==> src/rtl/pad_window_addr_gen.sv <==
// pad_window_addr_gen: padded-window address generator for a KxK strided
// convolution sweep over an IMG_W x IMG_H feature map. Emits one pixel
// address plus a padding flag per kernel tap over a valid/ready stream.
// Loop order (innermost first): tap_x, tap_y, out_x, out_y.
// Optional feature macro: PADWIN_REPLICATE_EN. When defined, border taps are
// clamped to the nearest edge pixel (edge replication) and is_pad stays 0.
// When undefined, border taps report is_pad=1 with addr=0 (zero padding).
module pad_window_addr_gen #(
  parameter int IMG_W  = 64,
  parameter int IMG_H  = 64,
  parameter int K      = 3,
  parameter int PAD    = 1,
  parameter int STRIDE = 1,
  parameter int ADDR_W = 13,
  localparam int TW    = (K > 1) ? $clog2(K) : 1
) (
  input  logic              clk,
  input  logic              rst,
  input  logic              start,
  output logic              busy,
  output logic              done,
  output logic              out_valid,
  input  logic              out_ready,
  output logic [ADDR_W-1:0] addr,
  output logic              is_pad,
  output logic [TW-1:0]     tap_x,
  output logic [TW-1:0]     tap_y,
  output logic [15:0]       out_x,
  output logic [15:0]       out_y,
  output logic              last_tap,
  output logic              last
);

  localparam int OW = (IMG_W + 2 * PAD - K) / STRIDE + 1;
  localparam int OH = (IMG_H + 2 * PAD - K) / STRIDE + 1;
  // Signed working width for input coordinates: comfortably wider than the
  // 16-bit output coordinates so the subtraction of PAD can go negative.
  localparam int CW = 34;
  localparam logic signed [CW-1:0] ZERO_S  = '0;
  localparam logic signed [CW-1:0] IMG_W_S = CW'(IMG_W);
  localparam logic signed [CW-1:0] IMG_H_S = CW'(IMG_H);
`ifdef PADWIN_REPLICATE_EN
  localparam logic signed [CW-1:0] MAX_X_S = CW'(IMG_W - 1);
  localparam logic signed [CW-1:0] MAX_Y_S = CW'(IMG_H - 1);
`endif
  localparam logic [TW-1:0] TAP_MAX = TW'(K - 1);
  localparam logic [15:0]   OX_MAX  = 16'(OW - 1);
  localparam logic [15:0]   OY_MAX  = 16'(OH - 1);

  typedef enum logic [1:0] {IDLE, RUN, DONE} state_t;

  state_t              state_q, state_d;
  logic [TW-1:0]       tx_q, tx_d, ty_q, ty_d;
  logic [15:0]         ox_q, ox_d, oy_q, oy_d;
  logic [ADDR_W-1:0]   addr_q, addr_d;
  logic                pad_q, pad_d;
  logic                last_tap_q, last_tap_d;
  logic                last_q, last_d;
  logic                busy_q, busy_d, done_q, done_d, valid_q, valid_d;
  logic                load;
  logic                accept;
  logic signed [CW-1:0] ix, iy;
`ifdef PADWIN_REPLICATE_EN
  logic signed [CW-1:0] cx, cy;
`endif

  assign accept = valid_q & out_ready;

  // Next-state, counter advance and beat-load decision for the sweep FSM.
  always_comb begin
    state_d = state_q;
    tx_d    = tx_q;
    ty_d    = ty_q;
    ox_d    = ox_q;
    oy_d    = oy_q;
    load    = 1'b0;
    case (state_q)
      IDLE: begin
        if (start) begin
          state_d = RUN;
          tx_d    = '0;
          ty_d    = '0;
          ox_d    = '0;
          oy_d    = '0;
          load    = 1'b1;
        end
      end
      RUN: begin
        if (accept) begin
          if (last_q) begin
            state_d = DONE;
          end else begin
            load = 1'b1;
            if (tx_q != TAP_MAX) begin
              tx_d = tx_q + TW'(1);
            end else begin
              tx_d = '0;
              if (ty_q != TAP_MAX) begin
                ty_d = ty_q + TW'(1);
              end else begin
                ty_d = '0;
                if (ox_q != OX_MAX) begin
                  ox_d = ox_q + 16'd1;
                end else begin
                  ox_d = '0;
                  oy_d = oy_q + 16'd1;
                end
              end
            end
          end
        end
      end
      DONE:    state_d = IDLE;
      default: state_d = IDLE;
    endcase
    busy_d  = (state_d != IDLE);
    done_d  = (state_d == DONE);
    valid_d = (state_d == RUN);
  end

  // Beat fields for the counter values about to be loaded.
  always_comb begin
    ix = CW'(ox_d) * CW'(STRIDE) + CW'(tx_d) - CW'(PAD);
    iy = CW'(oy_d) * CW'(STRIDE) + CW'(ty_d) - CW'(PAD);
`ifdef PADWIN_REPLICATE_EN
    cx     = (ix < ZERO_S) ? ZERO_S : ((ix >= IMG_W_S) ? MAX_X_S : ix);
    cy     = (iy < ZERO_S) ? ZERO_S : ((iy >= IMG_H_S) ? MAX_Y_S : iy);
    pad_d  = 1'b0;
    addr_d = ADDR_W'(cy * IMG_W_S + cx);
`else
    pad_d  = (ix < ZERO_S) | (ix >= IMG_W_S) | (iy < ZERO_S) | (iy >= IMG_H_S);
    addr_d = pad_d ? '0 : ADDR_W'(iy * IMG_W_S + ix);
`endif
    last_tap_d = (tx_d == TAP_MAX) && (ty_d == TAP_MAX);
    last_d     = last_tap_d && (ox_d == OX_MAX) && (oy_d == OY_MAX);
  end

  // State, counters and registered outputs; fields only change on a load so
  // they hold steady while a beat is stalled.
  always_ff @(posedge clk) begin
    if (rst) begin
      state_q    <= IDLE;
      tx_q       <= '0;
      ty_q       <= '0;
      ox_q       <= '0;
      oy_q       <= '0;
      addr_q     <= '0;
      pad_q      <= 1'b0;
      last_tap_q <= 1'b0;
      last_q     <= 1'b0;
      busy_q     <= 1'b0;
      done_q     <= 1'b0;
      valid_q    <= 1'b0;
    end else begin
      state_q <= state_d;
      busy_q  <= busy_d;
      done_q  <= done_d;
      valid_q <= valid_d;
      tx_q    <= tx_d;
      ty_q    <= ty_d;
      ox_q    <= ox_d;
      oy_q    <= oy_d;
      if (load) begin
        addr_q     <= addr_d;
        pad_q      <= pad_d;
        last_tap_q <= last_tap_d;
        last_q     <= last_d;
      end
    end
  end

  assign busy      = busy_q;
  assign done      = done_q;
  assign out_valid = valid_q;
  assign addr      = addr_q;
  assign is_pad    = pad_q;
  assign tap_x     = tx_q;
  assign tap_y     = ty_q;
  assign out_x     = ox_q;
  assign out_y     = oy_q;
  assign last_tap  = last_tap_q;
  assign last      = last_q;

endmodule

==> config.mk <==
export PLATFORM = sky130hd
export DESIGN_NAME = pad_window_addr_gen
export DESIGN_NICKNAME = d
export VERILOG_FILES = /design/src/rtl/pad_window_addr_gen.sv
export SDC_FILE = /design/constraint.sdc
export NUM_CORES = 1
export LEC_CHECK = 0
export ABC_CLOCK_PERIOD_IN_PS = 10820
export CAP_MARGIN = 20
export CORE_UTILIZATION = 45
export CTS_CLUSTER_SIZE = 20
export DETAILED_ROUTE_END_ITERATION = 16
export HOLD_SLACK_MARGIN = 0.03
export PLACE_DENSITY = 0.67
export SKIP_CTS_REPAIR_TIMING = 1
export SLEW_MARGIN = 10
export SYNTH_ARGS = -nofsm -noshare
export SYNTH_HDL_FRONTEND = slang
export SYNTH_SLANG_ARGS = --single-unit
==> constraint.sdc <==
create_clock -name clk -period 10.82 [get_ports clk]
set_input_delay 2.164 -clock clk [delete_from_list [all_inputs] [get_ports clk]]
set_output_delay 2.164 -clock clk [all_outputs]
set_load 0.05 [all_outputs]
* Yosys cells after proc, flatten, opt, wreduce, memory -nomap -nowiden
Index checks and enable logic that the tools add are counted.
Cells by class: add/subtract/negate cells 9, eq/ne operators 10, reduce and logical (&&, ||, !) cells 5, bitwise operators 4, $lt $le $gt $ge 4, mux-type cells 34
Operators by type and width (number):
- $mux W16 | 12
- $pmux W16 S2 | 2
- $ge A18 B8 Y1 const B | 2
- $lt A18 B1 Y1 const B | 2
- $sub A17 B1 Y18 const B | 2
- $add A16 B2 Y17 | 2
- $add A16 B1 Y16 const B | 2
- $eq A16 B6 Y1 const B | 2
- $mux W2 | 12
- $ne A16 B6 Y1 const B | 1
- $add A13 B13 Y13 | 1
- $mux W13 | 1
- $pmux W2 S2 | 3
- $eq A2 B2 Y1 const B | 3
- $add A2 B1 Y2 const B | 2
- $eq A2 B1 Y1 const B | 2
- $ne A2 B2 Y1 const B | 2
- $logic_and A1 B1 Y1 | 3
- $mux W1 | 3
- $or A1 B1 Y1 | 3
- $logic_not A2 Y1 | 1
- $pmux W1 S2 | 1
- $reduce_bool A2 Y1 | 1
- $and A1 B1 Y1 | 1
Word-level totals: output and inout bits 55, flip-flop bits (word level) 57, input port bits 4, word-level logic and storage cells 78

* Logic depth before layout (Yosys ltp)
depth in word-level cells 14, mapped depth 28, mapped depth without buffers 26

* Worst setup path after synthesis
No wires, ideal clock.
path kind input to register, from in out_ready, to reg addr_q[12] (netlist: addr[12]), arrival 6.374 ns, path slack 4.331 ns, path buffers 0, cell stages on the path 24, data required time 10.705 ns, library setup time 0.115 ns, cells stage by stage nand4b_1 > nor3_1 > nand2_1 > o21ai_0 > nand2_1 > ha_1 > inv_1 > ha_1 > inv_1 > fa_1 > or2_2 > a211oi_1 > o21a_1 > o21ai_0 > nor3_4 > nor2_1 > xor2_1 > ha_1 > a21oi_1 > inv_1 > a21oi_1 > maj3_1 > xnor2_1 > o21ai_2
Between the ends: word-level cells in the longest chain between the ends 10, elaborated cells on any way between the ends 24, those cells by class add/sub (5); order compare (4); mux (11); bitwise (4)
Ends and longest elaborated chain:
- start, declared | RTL line 23 | input logic out_ready,
- $and A1 B1 Y1 (*) | RTL line 67 | assign accept = valid_q & out_ready;
- $mux W16 or $mux W2 (tied branches) | RTL line 89 | if (accept) begin
- $pmux W16 S2 or $pmux W2 S2 (tied branches) | RTL line 77 | case (state_q)
- $add A16 B2 Y17 | RTL line 123 | ix = CW'(ox_d) * CW'(STRIDE) + CW'(tx_d) - CW'(PAD);
- $sub A17 B1 Y18 | RTL line 123
- $lt A18 B1 Y1 or $ge A18 B8 Y1 (tied branches) | RTL line 131 | pad_d = (ix < ZERO_S) | (ix >= IMG_W_S) | (iy < ZERO_S) | (iy >= IMG_H_S);
- $or A1 B1 Y1 (3 in a row) | RTL line 131
- $mux W13 | RTL line 132 | addr_d = pad_d ? '0 : ADDR_W'(iy * IMG_W_S + ix);
- end signal, assigned | RTL line 164 | addr_q <= addr_d;
- end, declared | RTL line 55 | logic [ADDR_W-1:0] addr_q, addr_d;
Mark *: on every way between the ends. The rest lies on a longest branch, timed or not. A chain may end at the register's enable or synchronous reset.

* Final worst setup path
Ends and elaborated chain as after synthesis.

==> impl_metrics.prom <==
# TYPE chip_impl_metric gauge
chip_impl_metric{name="fmax",unit="MHz"} 129.6
chip_impl_metric{name="insertion_delay",unit="ns"} 0.34
chip_impl_metric{name="fin_ws",unit="ns"} 3.104
chip_impl_metric{name="routabilityCongestion",unit=""} 0.9898
chip_impl_metric{name="setup_viol",unit=""} 0
chip_impl_metric{name="route.detailed.vias_per_inst",unit=""} 5.935
chip_impl_metric{name="insertedDiodeCount",unit=""} 0
chip_impl_info{name="critPathKind",value="input pin to flop"} 1
chip_impl_metric{name="relSlewSlack",unit="%"} 43.49
chip_impl_metric{name="setup_tns",unit="ns"} 0
chip_impl_info{name="critical_path.slowest_cell",value="sky130_fd_sc_hd__nor3_1"} 1
chip_impl_info{name="crit_path_start_kind",value="input pin"} 1
chip_impl_metric{name="async_flop_share",unit="%"} 0
chip_impl_metric{name="numClockSinks",unit=""} 57
chip_impl_info{name="synth.most_common_cell",value="sky130_fd_sc_hd__nor2_1"} 1
chip_impl_metric{name="cts_inserted_buffers",unit=""} 9
chip_impl_info{name="result_of_the_run",value="finished, final reports clean"} 1
chip_impl_metric{name="number_of_port_buffers",unit=""} 58
chip_impl_metric{name="synthDominantCellAreaShare",unit="%"} 23.32
chip_impl_metric{name="synth_edf_count",unit=""} 0
chip_impl_metric{name="final_min_period_over_clock_period",unit="%"} 71.31
chip_impl_metric{name="floorplan.die.height",unit="um"} 106.3
chip_impl_metric{name="design.die.area",unit="mm^2"} 0.01130
chip_impl_metric{name="ys_seq_area_share",unit="%"} 23.32
chip_impl_info{name="worstHoldPathType",value="flop to flop"} 1
chip_impl_metric{name="drc",unit=""} 0
chip_impl_info{name="synth.top_cells.by_area",value="sky130_fd_sc_hd__dfxtp_1 23%, sky130_fd_sc_hd__ha_1 12%, sky130_fd_sc_hd__nor2_1 6.4%"} 1
chip_impl_metric{name="place.detailed.instances",unit=""} 800
chip_impl_metric{name="fin_skew",unit="ns"} 0.007093
chip_impl_metric{name="detail_route.wirelength",unit="mm"} 14.58
chip_impl_metric{name="worst_ep_required_time",unit="ns"} 11.04
chip_impl_metric{name="worst_pin_slew",unit="ns"} 0.8445
chip_impl_metric{name="synth_area",unit="mm^2"} 0.004893
chip_impl_metric{name="final_max_slew_viol_count",unit=""} 0
chip_impl_metric{name="report.final.hold_viol_count",unit=""} 0
chip_impl_metric{name="synth_cell_types",unit=""} 82
chip_impl_metric{name="timing.hold.worst_path_depth",unit=""} 2
chip_impl_metric{name="area.sequential",unit="mm^2"} 0.001141
chip_impl_metric{name="timing.max_cap.violations",unit=""} 0
chip_impl_metric{name="worst_setup_hold_path_clk_slew",unit="ns"} 0.07
chip_impl_info{name="synth_largest_area_cell",value="sky130_fd_sc_hd__dfxtp_1"} 1
chip_impl_info{name="ctsRootBufferMaster",value="sky130_fd_sc_hd__clkbuf_8"} 1
chip_impl_metric{name="grt_util_all_layers",unit="%"} 26.41
chip_impl_metric{name="initial_core_util",unit="%"} 46.98
chip_impl_metric{name="number_of_nets_with_antenna_violations_after_detailed_routing",unit=""} 0
chip_impl_metric{name="via_count",unit=""} 4843
chip_impl_info{name="synth_commonest_cells",value="84 x sky130_fd_sc_hd__nor2_1, 57 x sky130_fd_sc_hd__dfxtp_1, 56 x sky130_fd_sc_hd__nand2_1"} 1
chip_impl_metric{name="firstDrtPassIters",unit=""} 6
chip_impl_metric{name="synth_seq_cells",unit=""} 57
chip_impl_metric{name="cts-root-to-sink-buffers",unit=""} 2
chip_impl_metric{name="place_area",unit="mm^2"} 0.005558
chip_impl_metric{name="yosys_warnings",unit=""} 0
chip_impl_metric{name="worst-path-max-fanout",unit=""} 6
chip_impl_metric{name="synthToLayoutAreaGrowth",unit="%"} 19.23
chip_impl_metric{name="n_fill_cell",unit=""} 992
chip_impl_metric{name="layout-drive-gt1-share",unit="%"} 8.529
chip_impl_metric{name="cellLeakagePower",unit="nW"} 2.478
chip_impl_metric{name="dp.final_hpwl",unit="mm"} 11.46
chip_impl_metric{name="design_power_total",unit="mW"} 0.5286
chip_impl_metric{name="peakVddDrop",unit="mV"} 0.06902
chip_impl_metric{name="core",unit="mm^2"} 0.01042
chip_impl_metric{name="grt_ovf",unit=""} 0
chip_impl_metric{name="row_count",unit=""} 37
chip_impl_metric{name="grt_antenna_before_repair",unit=""} 0
chip_impl_metric{name="multi_input_area",unit="mm^2"} 0.003490
chip_impl_metric{name="pre_cts_slack",unit="ns"} 2.838
chip_impl_metric{name="setup_slack_on_the_worst_flop_to_flop_path",unit="ns"} 4.85
chip_impl_metric{name="number_of_violations_reported_at_the_end_of_detailed_routing_iteration_0",unit=""} 242
chip_impl_metric{name="finalInstanceArea",unit="mm^2"} 0.005834
chip_impl_metric{name="postSynthCellCount",unit=""} 623
chip_impl_metric{name="layout.nets",unit=""} 730
chip_impl_metric{name="num_io_pins",unit=""} 59
chip_impl_metric{name="layoutNonFillerInstCount",unit=""} 816
chip_impl_metric{name="wire_length_of_the_first_global_routing_pass",unit="mm"} 23.34
chip_impl_metric{name="avgRoutedWirePerCell",unit="um"} 17.86
chip_impl_metric{name="max_stage_delay",unit="ns"} 0.55
chip_impl_metric{name="floorplan.die.width",unit="um"} 106.3
chip_impl_metric{name="worst-endpoint-arrival",unit="ns"} 7.94
chip_impl_metric{name="synth_fp_nets",unit=""} 678
chip_impl_metric{name="worst_reg_to_reg_cells",unit=""} 25
chip_impl_metric{name="grt_pass1_vias",unit=""} 4594
chip_impl_metric{name="cellPowerDensity",unit="mW/mm^2"} 90.61
chip_impl_info{name="grt_setup_unrepaired",value="false"} 1
chip_impl_metric{name="clock_tree.htree_level_count",unit=""} 3
chip_impl_info{name="cts_tree",value="yes"} 1
chip_impl_metric{name="period_minus_slack",unit="ns"} 7.716
chip_impl_metric{name="grt_start_max_net_pins",unit=""} 46
chip_impl_info{name="critPathCaptureType",value="flop"} 1
chip_impl_metric{name="syn_area_per_cell",unit="um^2"} 7.855
chip_impl_info{name="synth_top_flop_cell",value="sky130_fd_sc_hd__dfxtp_1"} 1
per-layer routing:
metal / wire length (um) / vias to the layer above / GRT usage (%)
li1: - / 2364 / -
met1: 6776 / 2303 / 35.24
met2: 6766 / 155 / 43.04
met3: 739 / 21 / 4.169
met4: 294 / 0 / 9.127
met5: 0 / - / 0
critical path, delay by kind of cell:
family / cells / cell delay, ns
simple gates: 8 / 1.89
fa+ha+maj: 5 / 1.32
xor+xnor: 2 / 0.39
compound gates: 7 / 1.47
buf+inv: 4 / 0.69
layout make-up:
cell class / instances / area share [%]
inverters: 43 / 2.766
flip-flops and latches: 57 / 19.56
well taps: 136 / 2.917
clock buffers: 11 / 2.595
repair buffers: 60 / 10.21
multi-input cells: 504 / 59.81
clock inverters: 5 / 2.145
registers in the layout, indices dropped and copies added, names as in the netlist, 2 cells and up:
signal	flops
addr	13
out_x	16
out_y	16
state_q	2
tap_x	2
tap_y	2
per-stage QoR:
stage	util, %	hold WS [ns]
floorplan	-	0.5827
global placement	53.36	0.4419
detailed placement	53.36	0.4409
CTS	56.01	0.4571
global route	56.01	0.4830
finish	56.01	0.4605
power by group:
group	internal (mW)	switching, mW	leakage [nW]	total (mW)
Sequential	0.211	0.00148	0.460	0.212
Combinational	0.0130	0.0266	1.88	0.0396
Clock	0.189	0.0880	0.140	0.277
logic make-up after synthesis:
group | after synthesis | share of synthesized area, %
multiplexers | 13 | 2.787
buffers and inverters | 62 | 5.369
flip-flops | 57 | 23.32
XOR/XNOR | 21 | 4.065
AND/OR/NAND/NOR | 273 | 28.71
AO/OA/AOI/OAI | 145 | 22.04
adder cells (fa/ha/maj) | 52 | 13.71
placed cells by master, fill, tap and decap left out, types with 6 or more instances in the layout:
cell type	Yosys	final
sky130_fd_sc_hd__nand4_1	15	15
sky130_fd_sc_hd__clkdlybuf4s50_1	0	58
sky130_fd_sc_hd__clkbuf_8	0	11
sky130_fd_sc_hd__mux2i_1	8	8
sky130_fd_sc_hd__nor2b_1	6	6
sky130_fd_sc_hd__nor3_1	15	15
sky130_fd_sc_hd__nor4_1	11	11
sky130_fd_sc_hd__a21oi_1	31	31
sky130_fd_sc_hd__a31oi_1	6	6
sky130_fd_sc_hd__nand2_1	56	56
sky130_fd_sc_hd__o21ai_2	11	11
sky130_fd_sc_hd__xor2_1	10	10
sky130_fd_sc_hd__nand3_1	27	27
sky130_fd_sc_hd__o21a_1	13	13
sky130_fd_sc_hd__and3_1	17	17
sky130_fd_sc_hd__inv_1	42	42
sky130_fd_sc_hd__dfxtp_1	57	57
sky130_fd_sc_hd__xnor2_1	10	10
sky130_fd_sc_hd__o21ai_0	18	18
sky130_fd_sc_hd__nand2b_1	8	8
sky130_fd_sc_hd__nor2_1	84	84
sky130_fd_sc_hd__a21o_1	11	11
sky130_fd_sc_hd__ha_1	48	48
final timing paths:
check                                from       end
worst max register to register       last  addr[12]
worst max-delay path            out_ready  addr[12]
worst min-delay path              addr[3]   addr[3]
worst min register to register    addr[3]   addr[3]
No activity file was read; power rests on OpenSTA's default activity.
